<file path="src/rtl/parity_pkg.sv">
// Shared encodings for the parity frame serializer and its downstream checker.
package parity_pkg;

    typedef enum logic [1:0] {
        ST_IDLE  = 2'd0,
        ST_SHIFT = 2'd1,
        ST_PAR   = 2'd2
    } state_e;

    // Bit-counter width for a frame of w data bits.
    function automatic int unsigned cnt_width(input int unsigned w);
        return (w < 2) ? 1 : $clog2(w);
    endfunction

endpackage

</file>
<file path="src/rtl/parity_frame_serializer_if.sv">
// Upstream word handshake plus serial frame outputs of the parity frame serializer.
interface parity_frame_serializer_if #(
    parameter int unsigned DATA_W = 8
);
    logic [DATA_W-1:0] in_data;
    logic              in_valid;
    logic              in_ready;
    logic              ser_x;
    logic              ser_valid;
    logic              ser_first;
    logic              ser_last;
    logic              run_parity;
    logic              busy;

    modport slave (
        input  in_data, in_valid,
        output in_ready, ser_x, ser_valid, ser_first, ser_last, run_parity, busy
    );

    modport master (
        output in_data, in_valid,
        input  in_ready, ser_x, ser_valid, ser_first, ser_last, run_parity, busy
    );
endinterface

</file>
<file path="src/rtl/parity_shift_reg.sv">
// Loadable shift register; head_c is the bit that will be at the output end after this cycle's update.
module parity_shift_reg #(
    parameter int unsigned DATA_W    = 8,
    parameter bit          LSB_FIRST = 1'b1
) (
    input  logic              clk,
    input  logic              rst_n,
    input  logic              load,
    input  logic              shift,
    input  logic [DATA_W-1:0] load_data,
    output logic              head_c
);
    logic [DATA_W-1:0] sr_q, sr_d;

    always_comb begin
        sr_d = sr_q;
        if (load) begin
            sr_d = load_data;
        end else if (shift) begin
            sr_d = LSB_FIRST ? {1'b0, sr_q[DATA_W-1:1]} : {sr_q[DATA_W-2:0], 1'b0};
        end
    end

    assign head_c = LSB_FIRST ? sr_d[0] : sr_d[DATA_W-1];

    always_ff @(posedge clk or negedge rst_n) begin
        if (!rst_n) sr_q <= '0;
        else        sr_q <= sr_d;
    end
endmodule

</file>
<file path="src/rtl/parity_frame_serializer.sv">
// Serializes handshaked words onto ser_x with frame markers and running even parity.
// Build option PARITY_APPEND_EN appends one even-parity bit to every frame.
module parity_frame_serializer
    import parity_pkg::*;
#(
    parameter int unsigned DATA_W    = 8,
    parameter bit          LSB_FIRST = 1'b1
) (
    input logic                      clk,
    input logic                      rst_n,
    parity_frame_serializer_if.slave bus
);
    localparam int unsigned      CNT_W   = cnt_width(DATA_W);
    localparam logic [CNT_W-1:0] CNT_MAX = CNT_W'(DATA_W - 1);

    state_e           state_q, state_d;
    logic [CNT_W-1:0] cnt_q, cnt_d;
    logic             ser_x_q, ser_x_d;
    logic             ser_valid_q, ser_valid_d;
    logic             ser_first_q, ser_first_d;
    logic             ser_last_q, ser_last_d;
    logic             run_parity_q, run_parity_d;
    logic             busy_q, busy_d;
    logic             load, shift, head_c, frame_end_c, ready_c, xfer_c;

    parity_shift_reg #(
        .DATA_W    (DATA_W),
        .LSB_FIRST (LSB_FIRST)
    ) u_shift (
        .clk       (clk),
        .rst_n     (rst_n),
        .load      (load),
        .shift     (shift),
        .load_data (bus.in_data),
        .head_c    (head_c)
    );

    // The cycle carrying ser_last can also accept the next word.
`ifdef PARITY_APPEND_EN
    assign frame_end_c = (state_q == ST_PAR);
`else
    assign frame_end_c = (state_q == ST_SHIFT) && (cnt_q == CNT_MAX);
`endif
    assign ready_c = rst_n && ((state_q == ST_IDLE) || frame_end_c);
    assign xfer_c  = bus.in_valid && ready_c;

    always_comb begin
        state_d      = state_q;
        cnt_d        = cnt_q;
        load         = 1'b0;
        shift        = 1'b0;
        ser_x_d      = 1'b0;
        ser_valid_d  = 1'b0;
        ser_first_d  = 1'b0;
        ser_last_d   = 1'b0;
        run_parity_d = run_parity_q;
        busy_d       = 1'b0;
        if (xfer_c) begin
            load         = 1'b1;
            state_d      = ST_SHIFT;
            cnt_d        = '0;
            ser_x_d      = head_c;
            ser_valid_d  = 1'b1;
            ser_first_d  = 1'b1;
            run_parity_d = head_c;
            busy_d       = 1'b1;
        end else begin
            case (state_q)
                ST_SHIFT: begin
                    if (cnt_q != CNT_MAX) begin
                        shift        = 1'b1;
                        cnt_d        = cnt_q + CNT_W'(1);
                        ser_x_d      = head_c;
                        ser_valid_d  = 1'b1;
                        run_parity_d = run_parity_q ^ head_c;
                        busy_d       = 1'b1;
`ifndef PARITY_APPEND_EN
                        ser_last_d   = (cnt_q + CNT_W'(1)) == CNT_MAX;
`endif
                    end else begin
                        cnt_d = '0;
`ifdef PARITY_APPEND_EN
                        // run_parity_q already covers every data bit; appending it balances the frame.
                        state_d      = ST_PAR;
                        ser_x_d      = run_parity_q;
                        ser_valid_d  = 1'b1;
                        ser_last_d   = 1'b1;
                        run_parity_d = 1'b0;
                        busy_d       = 1'b1;
`else
                        state_d      = ST_IDLE;
`endif
                    end
                end
                ST_PAR:  state_d = ST_IDLE;
                default: state_d = ST_IDLE;
            endcase
        end
    end

    always_ff @(posedge clk or negedge rst_n) begin
        if (!rst_n) begin
            state_q      <= ST_IDLE;
            cnt_q        <= '0;
            ser_x_q      <= 1'b0;
            ser_valid_q  <= 1'b0;
            ser_first_q  <= 1'b0;
            ser_last_q   <= 1'b0;
            run_parity_q <= 1'b0;
            busy_q       <= 1'b0;
        end else begin
            state_q      <= state_d;
            cnt_q        <= cnt_d;
            ser_x_q      <= ser_x_d;
            ser_valid_q  <= ser_valid_d;
            ser_first_q  <= ser_first_d;
            ser_last_q   <= ser_last_d;
            run_parity_q <= run_parity_d;
            busy_q       <= busy_d;
        end
    end

    assign bus.in_ready   = ready_c;
    assign bus.ser_x      = ser_x_q;
    assign bus.ser_valid  = ser_valid_q;
    assign bus.ser_first  = ser_first_q;
    assign bus.ser_last   = ser_last_q;
    assign bus.run_parity = run_parity_q;
    assign bus.busy       = busy_q;
endmodule

</file>
<file path="src/flat_wrapper.sv">
// flat-port wrapper written by rule: the top's interface ports become plain ports
module parity_frame_serializer_flat import parity_pkg::*;
#(
    parameter int unsigned DATA_W    = 8,
    parameter bit          LSB_FIRST = 1'b1
)
  (clk, rst_n, bus_in_data, bus_in_valid, bus_in_ready, bus_ser_x, bus_ser_valid, bus_ser_first, bus_ser_last, bus_run_parity, bus_busy);
  parity_frame_serializer_if #(.DATA_W(DATA_W)) bus_i ();
  input logic clk;
  input logic rst_n;
  input wire logic [$bits(bus_i.in_data)-1:0] bus_in_data;
  input wire logic [$bits(bus_i.in_valid)-1:0] bus_in_valid;
  output wire logic [$bits(bus_i.in_ready)-1:0] bus_in_ready;
  output wire logic [$bits(bus_i.ser_x)-1:0] bus_ser_x;
  output wire logic [$bits(bus_i.ser_valid)-1:0] bus_ser_valid;
  output wire logic [$bits(bus_i.ser_first)-1:0] bus_ser_first;
  output wire logic [$bits(bus_i.ser_last)-1:0] bus_ser_last;
  output wire logic [$bits(bus_i.run_parity)-1:0] bus_run_parity;
  output wire logic [$bits(bus_i.busy)-1:0] bus_busy;
  assign bus_i.in_data = bus_in_data;
  assign bus_i.in_valid = bus_in_valid;
  assign bus_in_ready = bus_i.in_ready;
  assign bus_ser_x = bus_i.ser_x;
  assign bus_ser_valid = bus_i.ser_valid;
  assign bus_ser_first = bus_i.ser_first;
  assign bus_ser_last = bus_i.ser_last;
  assign bus_run_parity = bus_i.run_parity;
  assign bus_busy = bus_i.busy;
  parity_frame_serializer #(.DATA_W(DATA_W), .LSB_FIRST(LSB_FIRST)) u_core (.clk(clk), .rst_n(rst_n), .bus(bus_i));
endmodule
</file>
<file path="config.mk">
export PLATFORM = sky130hd
export DESIGN_NAME = parity_frame_serializer_flat
export DESIGN_NICKNAME = d
export VERILOG_FILES = /design/src/rtl/parity_pkg.sv /design/src/rtl/parity_frame_serializer_if.sv /design/src/rtl/parity_shift_reg.sv /design/src/rtl/parity_frame_serializer.sv /design/src/flat_wrapper.sv
export SDC_FILE = /design/constraint.sdc
export NUM_CORES = 1
export LEC_CHECK = 0
export ABC_AREA = 1
export BUFFER_PORTS_ARGS = -buffer_cell sky130_fd_sc_hd__buf_2
export CAP_MARGIN = 20
export CORE_MARGIN = 5
export CORE_UTILIZATION = 40
export DETAILED_ROUTE_END_ITERATION = 16
export PLACE_DENSITY_LB_ADDON = 0.2
export SYNTH_ARGS = -nofsm -noshare
export SYNTH_HDL_FRONTEND = slang
export SYNTH_SLANG_ARGS = --single-unit
export TNS_END_PERCENT = 30
</file>
<file path="constraint.sdc">
create_clock -name clk -period 1.7 [get_ports clk]
set_input_delay 0.255 -clock clk [delete_from_list [all_inputs] [get_ports clk]]
set_output_delay 0.255 -clock clk [all_outputs]
set_load 0.01 [all_outputs]
</file>
# ---- Yosys cells after proc, flatten, opt, wreduce, memory -nomap -nowiden
# Cells that the tools add are included.
dict set report word_totals {
  regBits 18
  input_bits 11
  out_inout_bits 7
  elab_cells 47
}
dict set report classes {
  add_sub_neg 1
  eq_ne 5
  n_mux 22
  n_bitwise 1
  n_reduce_logical 9
}
# cell count
set op_table {}
lappend op_table {{$mux W8} 2}
lappend op_table {{$mux W1} 14}
lappend op_table {{$mux W3} 3}
lappend op_table {{$eq A3 B3 Y1 const B} 2}
lappend op_table {{$mux W2} 3}
lappend op_table {{$reduce_bool A2 Y1} 3}
lappend op_table {{$add A3 B1 Y3 const B} 1}
lappend op_table {{$logic_and A1 B1 Y1} 3}
lappend op_table {{$ne A3 B2 Y1 const B} 1}
lappend op_table {{$ne A3 B3 Y1 const B} 1}
lappend op_table {{$eq A2 B1 Y1 const B} 1}
lappend op_table {{$logic_not A2 Y1} 1}
lappend op_table {{$reduce_and A2 Y1} 1}
lappend op_table {{$logic_or A1 B1 Y1} 1}
lappend op_table {{$xor A1 B1 Y1} 1}

# ---- Longest topological paths before layout
# Gate-level depths: netlist (run 1).
dict set report logic_depth {
  ltp_word 12
  ltp_mapped 10
  depth_no_buf 10
}

# ---- Modules after synthesis
# From an unflattened synthesis (run 1), not the netlist that was laid out.
dict set report unflattened {
  cells_unflattened 91
  area_unflattened_um2 820.8
}
# module n_inst cells_each area_per_inst_um2 seq_area_each_um2
set modules_own_cells {}
lappend modules_own_cells {parity_frame_serializer 1 48 440.4 225.2}
lappend modules_own_cells {parity_shift_reg 1 43 380.4 200.2}

# ---- Worst setup path after synthesis (run 1)
# Ideal clock, no wire load.
dict set report synth_path {
  kind {reg-to-reg}
  startpoint {register u_core.cnt_q[0]}
  endpoint {register u_core.run_parity_q (netlist: u_core.bus.run_parity)}
  setup_time_ns 0.113
  t_arrival_ns 1.257
  required_time_ns 1.587
  slack_ns 0.330
  path_stages_with_launch 11
  path_buffers 0
  period_less_slack_ns 1.370
  cell_sequence {dfrtp_1 ha_1 ha_1 inv_1 nand2_4 inv_4 nand2_1 nand2_2 nand2_1 nand2_1 inv_1}
}
dict set report synth_via {
  elab_chain_cells 12
  word_cells_on_any_way 19
  cone_classes {eq/ne (2); mux (9); bitwise (1); reduce/logical (7)}
}
# element line
set synth_lines {}
lappend synth_lines {{from (decl)} parity_frame_serializer.sv:17} ;# logic [CNT_W-1:0] cnt_q, cnt_d;
lappend synth_lines {{from (signal assigned)} parity_frame_serializer.sv:113} ;# cnt_q <= cnt_d;
lappend synth_lines {{$eq A3 B3 Y1} parity_frame_serializer.sv:42} ;# assign frame_end_c = (state_q == ST_SHIFT) && (cnt_q == CNT_MAX);
lappend synth_lines {{$logic_and A1 B1 Y1} parity_frame_serializer.sv:42}
lappend synth_lines {{$logic_or A1 B1 Y1} parity_frame_serializer.sv:44} ;# assign ready_c = rst_n && ((state_q == ST_IDLE) || frame_end_c);
lappend synth_lines {{$logic_and A1 B1 Y1} parity_frame_serializer.sv:44}
lappend synth_lines {{$logic_and A1 B1 Y1} parity_frame_serializer.sv:45} ;# assign xfer_c = bus.in_valid && ready_c;
lappend synth_lines {{$mux W1} parity_frame_serializer.sv:58} ;# if (xfer_c) begin
lappend synth_lines {{$mux W8} parity_shift_reg.sv:19} ;# end else if (shift) begin
lappend synth_lines {{$mux W8} parity_shift_reg.sv:17} ;# if (load) begin
lappend synth_lines {{$xor A1 B1 Y1} parity_frame_serializer.sv:75} ;# run_parity_d = run_parity_q ^ head_c;
lappend synth_lines {{$mux W1} parity_frame_serializer.sv:70} ;# if (cnt_q != CNT_MAX) begin
lappend synth_lines {{$mux W1} parity_frame_serializer.sv:68} ;# case (state_q)
lappend synth_lines {{$mux W1} parity_frame_serializer.sv:58}
lappend synth_lines {{to (signal assigned)} parity_frame_serializer.sv:118} ;# run_parity_q <= run_parity_d;
lappend synth_lines {{to (decl)} parity_frame_serializer.sv:22} ;# logic run_parity_q, run_parity_d;
# Parallel ways exist; a longest one is shown, timed or not. The select of a mux whose other input is x is not followed.
# A chain may end at the register's enable or synchronous reset.

# ---- Final worst setup path (run 1)
dict set report layout_path {
  startpoint {register u_core.cnt_q[1]}
  endpoint {output bus_in_ready}
}
dict set report layout_via {
  elab_chain_cells 4
}
# element line
set layout_lines {}
lappend layout_lines {{$eq A3 B3 Y1} parity_frame_serializer.sv:42}
lappend layout_lines {{$logic_and A1 B1 Y1} parity_frame_serializer.sv:42}
lappend layout_lines {{$logic_or A1 B1 Y1} parity_frame_serializer.sv:44}
lappend layout_lines {{$logic_and A1 B1 Y1} parity_frame_serializer.sv:44}
lappend layout_lines {{to (decl)} flat_wrapper.sv:13} ;# output wire logic [$bits(bus_i.in_ready)-1:0] bus_in_ready;
# Every way passes these cells.

==> results of run 1 <==
[report_power, final]
group	switching, W	internal [W]
clock	0.000120	0.000130
sequential	0.0000680	0.000514
combinational	0.000330	0.000247
[registers in the layout, indices dropped and copies added (netlist names)]
signal,flops
u_core.u_shift.sr_q,7
u_core.bus.ser_first,1
u_core.bus.ser_valid,1
u_core.state_q,1
u_core.bus.ser_x,1
u_core.cnt_q,3
u_core.bus.run_parity,1
u_core.bus.ser_last,1
[cells in the final DEF (no fill, tap or decap), types with 2 or more instances in the layout]
cell | netlist | layout
ha_2 | 0 | 2
nand3_1 | 10 | 10
inv_1 | 7 | 6
clkbuf_4 | 0 | 4
dfrtp_1 | 16 | 16
inv_2 | 1 | 2
buf_4 | 1 | 5
buf_2 | 0 | 16
o21ai_0 | 3 | 3
nand2_1 | 27 | 27
[what timing repair did]
item / CTS / global route
pin swaps: 0 / 0
setup endpoints to repair: 1 / 1
buffers inserted: 4 / 0
hold endpoints to repair: 9 / 0
gates resized for setup: 2 / 5
hold buffers: 1 / 0
[layout make-up]
cell class,count,area [sq um]
Sequential cell,16,400.4
Timing Repair Buffer,23,135.1
Fill cell,162,782.0
Inverter,10,46.29
Tap cell,25,31.28
Multi-Input combinational cell,50,276.5
Clock buffer,4,36.28
[cell families (layout without fill, tap and decap cells)]
logic type | after synthesis | count (layout)
compound gates | 4 | 4
fa+ha+maj | 3 | 3
buf+inv | 11 | 37
flops | 16 | 16
simple gates | 43 | 43
[layer usage]
layer,GRT usage (%),up-vias,wire length (um)
li1,-,295,-
met4,6.383,0,39
met5,0,-,0
met3,3.704,5,83
met2,19.01,13,647
met1,12.50,254,574
[critical path: cells and delay by family, from the launching register on]
kind | cells | cell delay (ps)
buf+inv | 3 | 240
simple gates | 2 | 80
fa+ha+maj | 2 | 340
flops | 1 | 410
[metrics by stage]
step / cells / setup WS [ps] / hold slack (ps)
after detailed placement: 119 / 201.1 / 171.4
after global routing: 128 / 4.551 / 175.8
after CTS: 128 / 15.75 / 155.2
final: 128 / 86.63 / 163.8
after floorplan: 77 / 330.0 / -40.59
after global placement: 119 / 241.0 / 171.1
[worst min-delay path by stage]
| stage | depth (start not counted) | endpoint | slack, ps |
|---|---|---|---|
| global route | 3 | u_core.u_shift.sr_q[7] | 180 |
| finish | 3 | u_core.u_shift.sr_q[7] | 160 |
| detailed placement | 1 | u_core.bus.ser_last | 170 |
| global placement | 1 | u_core.cnt_q[2] | 170 |
| floorplan | 0 | u_core.bus.run_parity | -40 |
| CTS | 3 | u_core.u_shift.sr_q[7] | 160 |
==> impl_metrics.env, run 1 <==
export IMPL_ant_nets=0
export IMPL_yosysSeqAreaShare_pct=55.75
export IMPL_ys_warn_count=0
export IMPL_grt_max_degree=15
export IMPL_cp_max_fo=2
export IMPL_die_w_um=52.38
export IMPL_cellPowerDensity_mw_per_mm2=1523
export IMPL_clock_skew_ps=2.011
export IMPL_fin_nets=118
export IMPL_die_y_um=52.38
export IMPL_worst_setup_path_start_kind="register"
export IMPL_synthMuxAreaShare_pct=0
export IMPL_antennaDiodeCount=0
export IMPL_ir_worst_vdd_mv=0.7019
export IMPL_yosysTopAreaCellShare_pct=55.75
export IMPL_r2r_slack_ps=180
export IMPL_yosys_top_cells_area="dfrtp_1, nand2_1, nand3_1, ha_1, inv_1"
export IMPL_dp_hpwl_um=1024
export IMPL_min_period_ps=1613
export IMPL_yosys_area_top_type="dfrtp_1"
export IMPL_startpoint="u_core.cnt_q[1]"
export IMPL_antenna_found_initial=0
export IMPL_finalSetupViolCount=0
export IMPL_synthTopCellsByCount="nand2_1, dfrtp_1, nand3_1"
export IMPL_htree_levels=1
export IMPL_cts_root_buf="clkbuf_4"
export IMPL_yosys_area_share_adder_pct=5.226
export IMPL_cts_sinks=16
export IMPL_cpPeakStageDelay_ps=410
export IMPL_r2r_start="u_core.cnt_q[1]"
export IMPL_synth_edff_count=0
export IMPL_rr_endpoint="u_core.u_shift.sr_q[2]"
export IMPL_hold_viol=0
export IMPL_routed_via_count=567
export IMPL_synth_compound_area_share_pct=4.355
export IMPL_slew_headroom_pct=82.61
export IMPL_placed_cell_area_sq_um=834.6
export IMPL_cap_violations=0
export IMPL_synth_seq_cells=16
export IMPL_insertion_delay_ps=280
export IMPL_wl_per_cell_um=10.51
export IMPL_syn_num_nets=91
export IMPL_holdCritPathClass="input pin to register"
export IMPL_grt_pass1_wl_um=2187
export IMPL_cpMostUsedCell="ha_2"
export IMPL_drt_iter0_markers=10
export IMPL_synthArstFlopShare_pct=100.0
export IMPL_syn_instance_count=77
export IMPL_finalPower_w=0.001410
export IMPL_worst_pin_slew_ps=260.3
export IMPL_rsz0062_at_grt="false"
export IMPL_cts_path_max_buffers=2
export IMPL_overflow=0
export IMPL_worstPathCellList="ha_2, ha_2, inv_2, nand2_4, inv_8, nor2_2, buf_2"
export IMPL_drc=0
export IMPL_viasPerCell=4.430
export IMPL_cp_required_ps=1440
export IMPL_cp_end_kind="output port"
export IMPL_run_status="finished clean"
export IMPL_yosys_area_share_simple_pct=27.87
export IMPL_clock_fmax_mhz=619.8
export IMPL_setup_tns_ps=0
export IMPL_final_area_sq_um=925.9
export IMPL_clkTransAtPathRegs_ps=90
export IMPL_rr_worst_depth=9
export IMPL_coreArea_sq_mm=0.001708
export IMPL_start_util_pct=42.05
export IMPL_report_final_slew_viol_count=0
export IMPL_grt_pass1_vias=531
export IMPL_synth_area_sq_um=718.2
export IMPL_cts_tree="done"
export IMPL_critPathKind="register to output port"
export IMPL_syn_area_per_cell_sq_um=9.327
export IMPL_portBuffers=17
export IMPL_post_route_util_pct=54.21
export IMPL_routed_wl_um=1345
export IMPL_cellLeakagePower_nw=0.4897
export IMPL_drive_above_1_share_pct=35.92
export IMPL_cts_inserted_buffers=3
export IMPL_yosysMostFrequentCell="nand2_1"
export IMPL_area_growth_pct=28.92
export IMPL_ys_flop_type="dfrtp_1"
export IMPL_first_pass_iters=3
export IMPL_die_area_sq_mm=0.002743
export IMPL_rows=15
export IMPL_synth_xor_area_share_pct=0
export IMPL_min_delay_start="bus_in_data[7]"
export IMPL_synth_distinct_cells=16
export IMPL_crit_end="bus_in_ready"
export IMPL_track_usage_pct=11.36
export IMPL_fin_crit_sh_pct=94.90
export IMPL_gp_congestion=0.7024
export IMPL_io_pin_count=18
export IMPL_synth_top_family_by_area="simple AND/OR/NAND/NOR gates"
export IMPL_worstPathArrival_ps=1360
export IMPL_cp_slowest_cell="dfrtp_1"
Note: power is estimated with default switching activity, not from simulation.
==> run 2: changes to the inputs <==
--- a/config.mk
+++ b/config.mk
@@ -10,6 +10,7 @@
 export CAP_MARGIN = 20
 export CORE_MARGIN = 5
 export CORE_UTILIZATION = 40
+export CTS_BUF_LIST = sky130_fd_sc_hd__clkbuf_2
 export DETAILED_ROUTE_END_ITERATION = 16
 export PLACE_DENSITY_LB_ADDON = 0.2
 export SYNTH_ARGS = -nofsm -noshare
==> run 2 against run 1 <==
Sequential share of layout area is 0.17 points lower. Clock power is 33% lower. Register-to-register slack worse by 20 ps. Final area is 0.41% higher. Global-route usage is 0.060 points lower. Utilization is 0.22 points higher. Cell count stayed put. Clock-buffer cell count is 1 lower. Flip-flop and latch count stayed put. Total power is 3.7% lower. Largest power group is now combinational cells.
==> impl_metrics.env, run 2 (synthesis gave the netlist of run 1 again) <==
export IMPL_run_status="finished clean"
export IMPL_whs_path_depth=3
export IMPL_cellLeakagePower_nw=0.4852
export IMPL_cts_tree="done"
export IMPL_antennaDiodeCount=0
export IMPL_fin_nets=118
export IMPL_grt_use_met1_pct=12.14
export IMPL_pre_cts_ws_ps=201.1
export IMPL_first_pass_iters=4
export IMPL_dp_hpwl_um=1024
export IMPL_clkTransAtPathRegs_ps=150
export IMPL_worst_pin_slew_ps=256.2
export IMPL_cts_sinks=16
export IMPL_die_w_um=52.38
export IMPL_gp_congestion=0.7024
export IMPL_drive_above_1_share_pct=34.95
export IMPL_fill_cells=155
export IMPL_min_delay_start="bus_in_data[7]"
export IMPL_insertion_delay_ps=290
export IMPL_final_common_cell="nand2_1"
export IMPL_holdCritPathClass="input pin to register"
export IMPL_overflow=0
export IMPL_setup_ws_ps=65.89
export IMPL_worst_setup_path_start_kind="register"
export IMPL_die_y_um=52.38
export IMPL_antenna_found_initial=0
export IMPL_r2r_slack_ps=160
export IMPL_portBuffers=17
export IMPL_rows=15
export IMPL_cp_required_ps=1440
export IMPL_mostFrequentLayoutCells="nand2_1, dfrtp_1, buf_2, nand3_1, inv_1"
export IMPL_worstPathArrival_ps=1380
export IMPL_rr_endpoint="u_core.u_shift.sr_q[2]"
export IMPL_rr_worst_depth=9
export IMPL_htree_levels=1
export IMPL_finalPower_w=0.001357
export IMPL_critPathKind="register to output port"
export IMPL_routed_via_count=568
export IMPL_clock_fmax_mhz=612.0
export IMPL_viasPerCell=4.438
export IMPL_cap_violations=0
export IMPL_coreArea_sq_mm=0.001708
export IMPL_rsz0062_at_grt="true"
export IMPL_cts_root_buf="clkbuf_2"
export IMPL_largest_reg_flops=7
export IMPL_cts_path_max_buffers=2
export IMPL_track_usage_pct=11.30
export IMPL_cts_inserted_buffers=3
export IMPL_cp_max_fo=2
export IMPL_ir_worst_vdd_mv=0.7176
export IMPL_min_period_ps=1634
export IMPL_die_area_sq_mm=0.002743
export IMPL_cp_end_kind="output port"
export IMPL_ant_nets=0
export IMPL_met2_usage_pct=19.21
export IMPL_slew_headroom_pct=82.88
export IMPL_grt_max_degree=15
export IMPL_holdPathEnd="u_core.u_shift.sr_q[7]"
export IMPL_area_growth_pct=29.44
export IMPL_finalSetupViolCount=0
export IMPL_top_usage_layer="met2"
export IMPL_drc=0
export IMPL_io_pin_count=18
export IMPL_r2r_start="u_core.cnt_q[1]"
export IMPL_routed_wl_um=1337
export IMPL_drt_iter0_markers=5
export IMPL_wl_per_cell_um=10.45
export IMPL_use_met3_pct=3.704
export IMPL_top_register="u_core.u_shift.sr_q"
export IMPL_clock_skew_ps=5.714
export IMPL_cellPowerDensity_mw_per_mm2=1460
export IMPL_hold_viol=0
export IMPL_largestRegisters="u_core.u_shift.sr_q: 7 flops, u_core.cnt_q: 3 flops"
export IMPL_grt_pass1_vias=536
export IMPL_report_final_slew_viol_count=0
export IMPL_fin_crit_sh_pct=96.12
export IMPL_start_util_pct=42.05
export IMPL_grt_pass1_wl_um=2180
-- run 2: cell types whose count changed in the layout (fill, tap and decap cells not counted), sizes merged --
cell and change:
clkinv +1, clkbuf -1
-- run 2: cell type report --
| cell class | count | area [sq um] | area share [%] |
|---|---|---|---|
| sequential | 16 | 400.4 | 43.07 |
| multi-input combinational | 50 | 291.5 | 31.36 |
| timing repair buffer | 23 | 141.4 | 15.21 |
| inverter | 10 | 46.29 | 4.980 |
| tap | 25 | 31.28 | 3.365 |
| clock buffer | 3 | 15.01 | 1.615 |
| clock inverter | 1 | 3.754 | 0.4038 |
-- run 2: metrics by stage --
stage                     hold slack [ps]  TNS [ps]  std cells  area (sq um)  utilization (%)
after floorplan                    -40.59         0         77         718.2                -
after global placement              171.1         0        119         834.6            48.86
after detailed placement            171.4         0        119         834.6            48.86
after CTS                           137.0         0        128         898.4            52.60
after global routing                150.7    -18.81        128         929.6            54.43
final                               152.5         0        128         929.6            54.43
-- run 2: worst max-delay path, stage by stage (launching register included) --
cell and delay [ps]:
dfrtp_1 420, ha_2 210, ha_4 160, inv_2 60, nand2_4 60, inv_8 60
nor2_4 30, buf_6 110
-- run 2: how the worst max path moves through the flow --
stage,depth (start not counted),slack [ps],end,from
after floorplan,10,330,u_core.bus.run_parity,u_core.cnt_q[0]
after global placement,7,240,bus_in_ready,u_core.cnt_q[0]
after detailed placement,7,200,bus_in_ready,u_core.cnt_q[0]
after CTS,7,10,bus_in_ready,u_core.cnt_q[1]
after global routing,7,-20,bus_in_ready,u_core.cnt_q[1]
final,7,70,bus_in_ready,u_core.cnt_q[1]
-- run 2: what timing repair did --
item | in CTS | in global routing
gates resized for setup | 3 | 7
pin swaps | 0 | 2
endpoints found under the setup margin | 1 | 1
hold buffers | 1 | 0
endpoints found under the hold margin | 9 | 0
setup buffers | 4 | 0
-- run 2: per-layer routing --
metal | share of wire [%] | vias to the layer above | routed length, um
met5 | 0 | - | 0
met4 | 2.5 | 0 | 34
met2 | 49 | 13 | 661
met3 | 5.7 | 5 | 76
li1 | - | 295 | -
met1 | 42 | 255 | 564
-- run 2: report_power, final --
part	switching, W	leakage [nW]	internal (W)
Sequential	0.0000719	0.203	0.000513
Combinational	0.000339	0.269	0.000267
Clock	0.000116	0.0140	0.0000511
==> run 3: changes to the inputs <==
--- a/config.mk
+++ b/config.mk
@@ -15,5 +15,6 @@
 export PLACE_DENSITY_LB_ADDON = 0.2
 export SYNTH_ARGS = -nofsm -noshare
 export SYNTH_HDL_FRONTEND = slang
+export SYNTH_HIERARCHICAL = 1
 export SYNTH_SLANG_ARGS = --single-unit
 export TNS_END_PERCENT = 30
==> run 3 against run 2 <==
The run now ends with negative setup slack left. Area after synthesis rose by 14%. Combinational power rose by 57%. Synthesized cell count rose by 18%. First-iteration DRC count rose by 140%. Critical path depth rose by 1. Non-clock buffer count rose by 9. Global-route usage rose by 0.98 points. Clock power rose by 6%. Sequential share of layout area fell by 4.6 points. Worst hold slack improved by 24 ps. Largest cell class unchanged.
==> impl_metrics.env, run 3 <==
export IMPL_hold_viol=0
export IMPL_grt_use_met1_pct=15.16
export IMPL_clock_fmax_mhz=559.0
export IMPL_finalSetupViolCount=2
export IMPL_io_pin_count=18
export IMPL_r2r_start="u_core/cnt_q[1]"
export IMPL_violations="negative setup slack"
export IMPL_synth_distinct_cells=15
export IMPL_report_final_slew_viol_count=0
export IMPL_cp_end_kind="output port"
export IMPL_fin_nets=139
export IMPL_met2_usage_pct=18.58
export IMPL_mostFrequentLayoutCells="nand2_1, buf_2, dfrtp_1, nand3_1, buf_4"
export IMPL_drt_iter0_markers=12
export IMPL_viasPerCell=4.483
export IMPL_die_w_um=55.30
export IMPL_largest_reg_flops=8
export IMPL_slew_headroom_pct=48.86
export IMPL_fin_crit_sh_pct=105.2
export IMPL_top_usage_layer="met2"
export IMPL_min_delay_start="bus_in_data[5]"
export IMPL_yosysMostFrequentCell="nand2_1"
export IMPL_synth_edff_count=0
export IMPL_rows=16
export IMPL_ys_flop_type="dfrtp_1"
export IMPL_yosys_area_top_type="dfrtp_1"
export IMPL_yosysSeqAreaShare_pct=51.83
export IMPL_first_pass_iters=4
export IMPL_clock_skew_ps=5.165
export IMPL_setup_ws_ps=-89.07
export IMPL_cellPowerDensity_mw_per_mm2=1599
export IMPL_gp_congestion=0.7239
export IMPL_yosysTopAreaCellShare_pct=51.83
export IMPL_final_common_cell="nand2_1"
export IMPL_drc=0
export IMPL_routed_via_count=677
export IMPL_coreArea_sq_mm=0.001962
export IMPL_syn_num_nets=105
export IMPL_routed_wl_um=1651
export IMPL_critPathKind="register to output port"
export IMPL_synth_seq_cells=17
export IMPL_start_util_pct=41.84
export IMPL_wl_per_cell_um=10.93
export IMPL_top_register="u_core/u_shift/sr_q"
export IMPL_rr_worst_depth=16
export IMPL_cts_inserted_buffers=3
export IMPL_r2r_slack_ps=-20
export IMPL_worstPathArrival_ps=1530
export IMPL_insertion_delay_ps=280
export IMPL_cp_max_fo=3
export IMPL_antenna_found_initial=0
export IMPL_whs_path_depth=3
export IMPL_synth_area_sq_um=820.8
export IMPL_overflow=0
export IMPL_setup_tns_ps=-104.3
export IMPL_clkTransAtPathRegs_ps=150
export IMPL_run_status="finished, violations left"
export IMPL_cts_sinks=17
export IMPL_cellLeakagePower_nw=0.5969
export IMPL_min_period_ps=1789
export IMPL_synthTopCellsByCount="nand2_1, dfrtp_1, nand3_1"
export IMPL_use_met3_pct=3.963
export IMPL_ant_nets=0
export IMPL_syn_area_per_cell_sq_um=9.020
export IMPL_largestRegisters="u_core/u_shift/sr_q: 8 flops, u_core/cnt_q: 3 flops"
export IMPL_rr_endpoint="u_core/bus.run_parity"
export IMPL_cts_path_max_buffers=2
export IMPL_synthArstFlopShare_pct=100.0
export IMPL_ir_worst_vdd_mv=0.7900
export IMPL_antennaDiodeCount=0
export IMPL_syn_instance_count=91
export IMPL_seq_area_sq_um=425.4
export IMPL_cts_root_buf="clkbuf_2"
export IMPL_yosys_top_cells_area="dfrtp_1, nand2_1, nand3_1, ha_1, inv_1"
export IMPL_ys_warn_count=6
export IMPL_htree_levels=1
export IMPL_drive_above_1_share_pct=41.94
export IMPL_track_usage_pct=12.29
export IMPL_holdCritPathClass="input pin to register"
export IMPL_die_area_sq_mm=0.003058
export IMPL_dp_hpwl_um=1216
export IMPL_grt_pass1_vias=694
export IMPL_worst_setup_path_start_kind="register"
export IMPL_grt_pass1_wl_um=2994
export IMPL_finalPower_w=0.001769
export IMPL_worst_pin_slew_ps=764.5
export IMPL_holdPathEnd="u_core/u_shift/sr_q[5]"
export IMPL_area_growth_pct=34.76
export IMPL_die_y_um=55.30
export IMPL_multi_input_area_sq_um=366.6
export IMPL_cts_tree="done"
export IMPL_grt_max_degree=18
export IMPL_rsz0062_at_grt="true"
export IMPL_fill_cells=193
export IMPL_cp_required_ps=1440
export IMPL_portBuffers=17
export IMPL_cap_violations=0
==> run 3: cell count changes in the layout (fill, tap and decap cells not counted), moves of 2 or more <==
cell     previous run  this run
nand3_1            10        15
o21ai_1             0         3
o21ai_0             3         0
buf_4               5        12
buf_2              15        17
nand2_2             1         3
==> run 3: worst max path at each step <==
stage / start / endpoint / slack [ps] / cells after the start
floorplan: u_core/cnt_q[1] / u_core/bus.run_parity / -160 / 17
global placement: u_core/cnt_q[1] / u_core/bus.run_parity / 4 / 14
detailed placement: u_core/cnt_q[1] / u_core/bus.run_parity / -70 / 14
CTS: u_core/cnt_q[0] / bus_in_ready / -110 / 8
global route: u_core/cnt_q[0] / bus_in_ready / -210 / 8
finish: u_core/cnt_q[1] / bus_in_ready / -90 / 8
==> run 3: worst max-delay path: stages, from the launching register on <==
cell and delay, ps:
dfrtp_1 390, ha_2 200, ha_4 120, inv_2 30
nand2_4 80, clkinvlp_4 100, buf_6 120, nor2_2 80
buf_2 130
==> run 3: what timing repair did <==
| action | CTS | global route |
|---|---|---|
| endpoints found under the hold margin | 17 | 0 |
| hold buffers | 1 | 0 |
| buffers inserted | 2 | 1 |
| pin swaps | 3 | 3 |
| setup endpoints to repair | 2 | 3 |
| gates resized for setup | 3 | 7 |
==> run 3: cell families after synthesis <==
| logic type | Yosys count | synth area share, % |
|---|---|---|
| flops | 17 | 51.83 |
| fa+ha+maj | 3 | 4.574 |
| buf+inv | 14 | 8.689 |
| simple gates | 54 | 33.08 |
| compound gates | 3 | 1.829 |
==> run 3: layer usage <==
metal	part of all wire [%]	vias to the layer above
met5	0	-
met4	1.5	0
met3	5.5	4
met2	49	15
met1	44	304
li1	-	354
==> run 3: layout make-up <==
type,count,area share (%)
well taps,27,3.054
flip-flops and latches,17,38.46
inverters,11,4.751
clock buffers,4,1.810
repair buffers,32,18.78
multi-input cells,60,33.14
==> run 3: stage by stage <==
step | std cells | hold WS [ps] | setup WS (ps) | utilization, % | area, sq um
after CTS | 150 | 155.7 | -108.5 | 54.66 | 1072
after floorplan | 91 | -40.59 | -160.8 | - | 845.8
after detailed placement | 143 | 303.4 | -67.85 | 51.85 | 1017
after global placement | 143 | 295.2 | 4.210 | 51.85 | 1017
final | 151 | 176.4 | -89.07 | 56.38 | 1106
after global routing | 151 | 150.9 | -208.8 | 56.38 | 1106
==> run 3: where the power goes <==
part           internal [W]  switching, W
sequential         0.000551     0.0000895
clock             0.0000624      0.000114
combinational      0.000455      0.000497
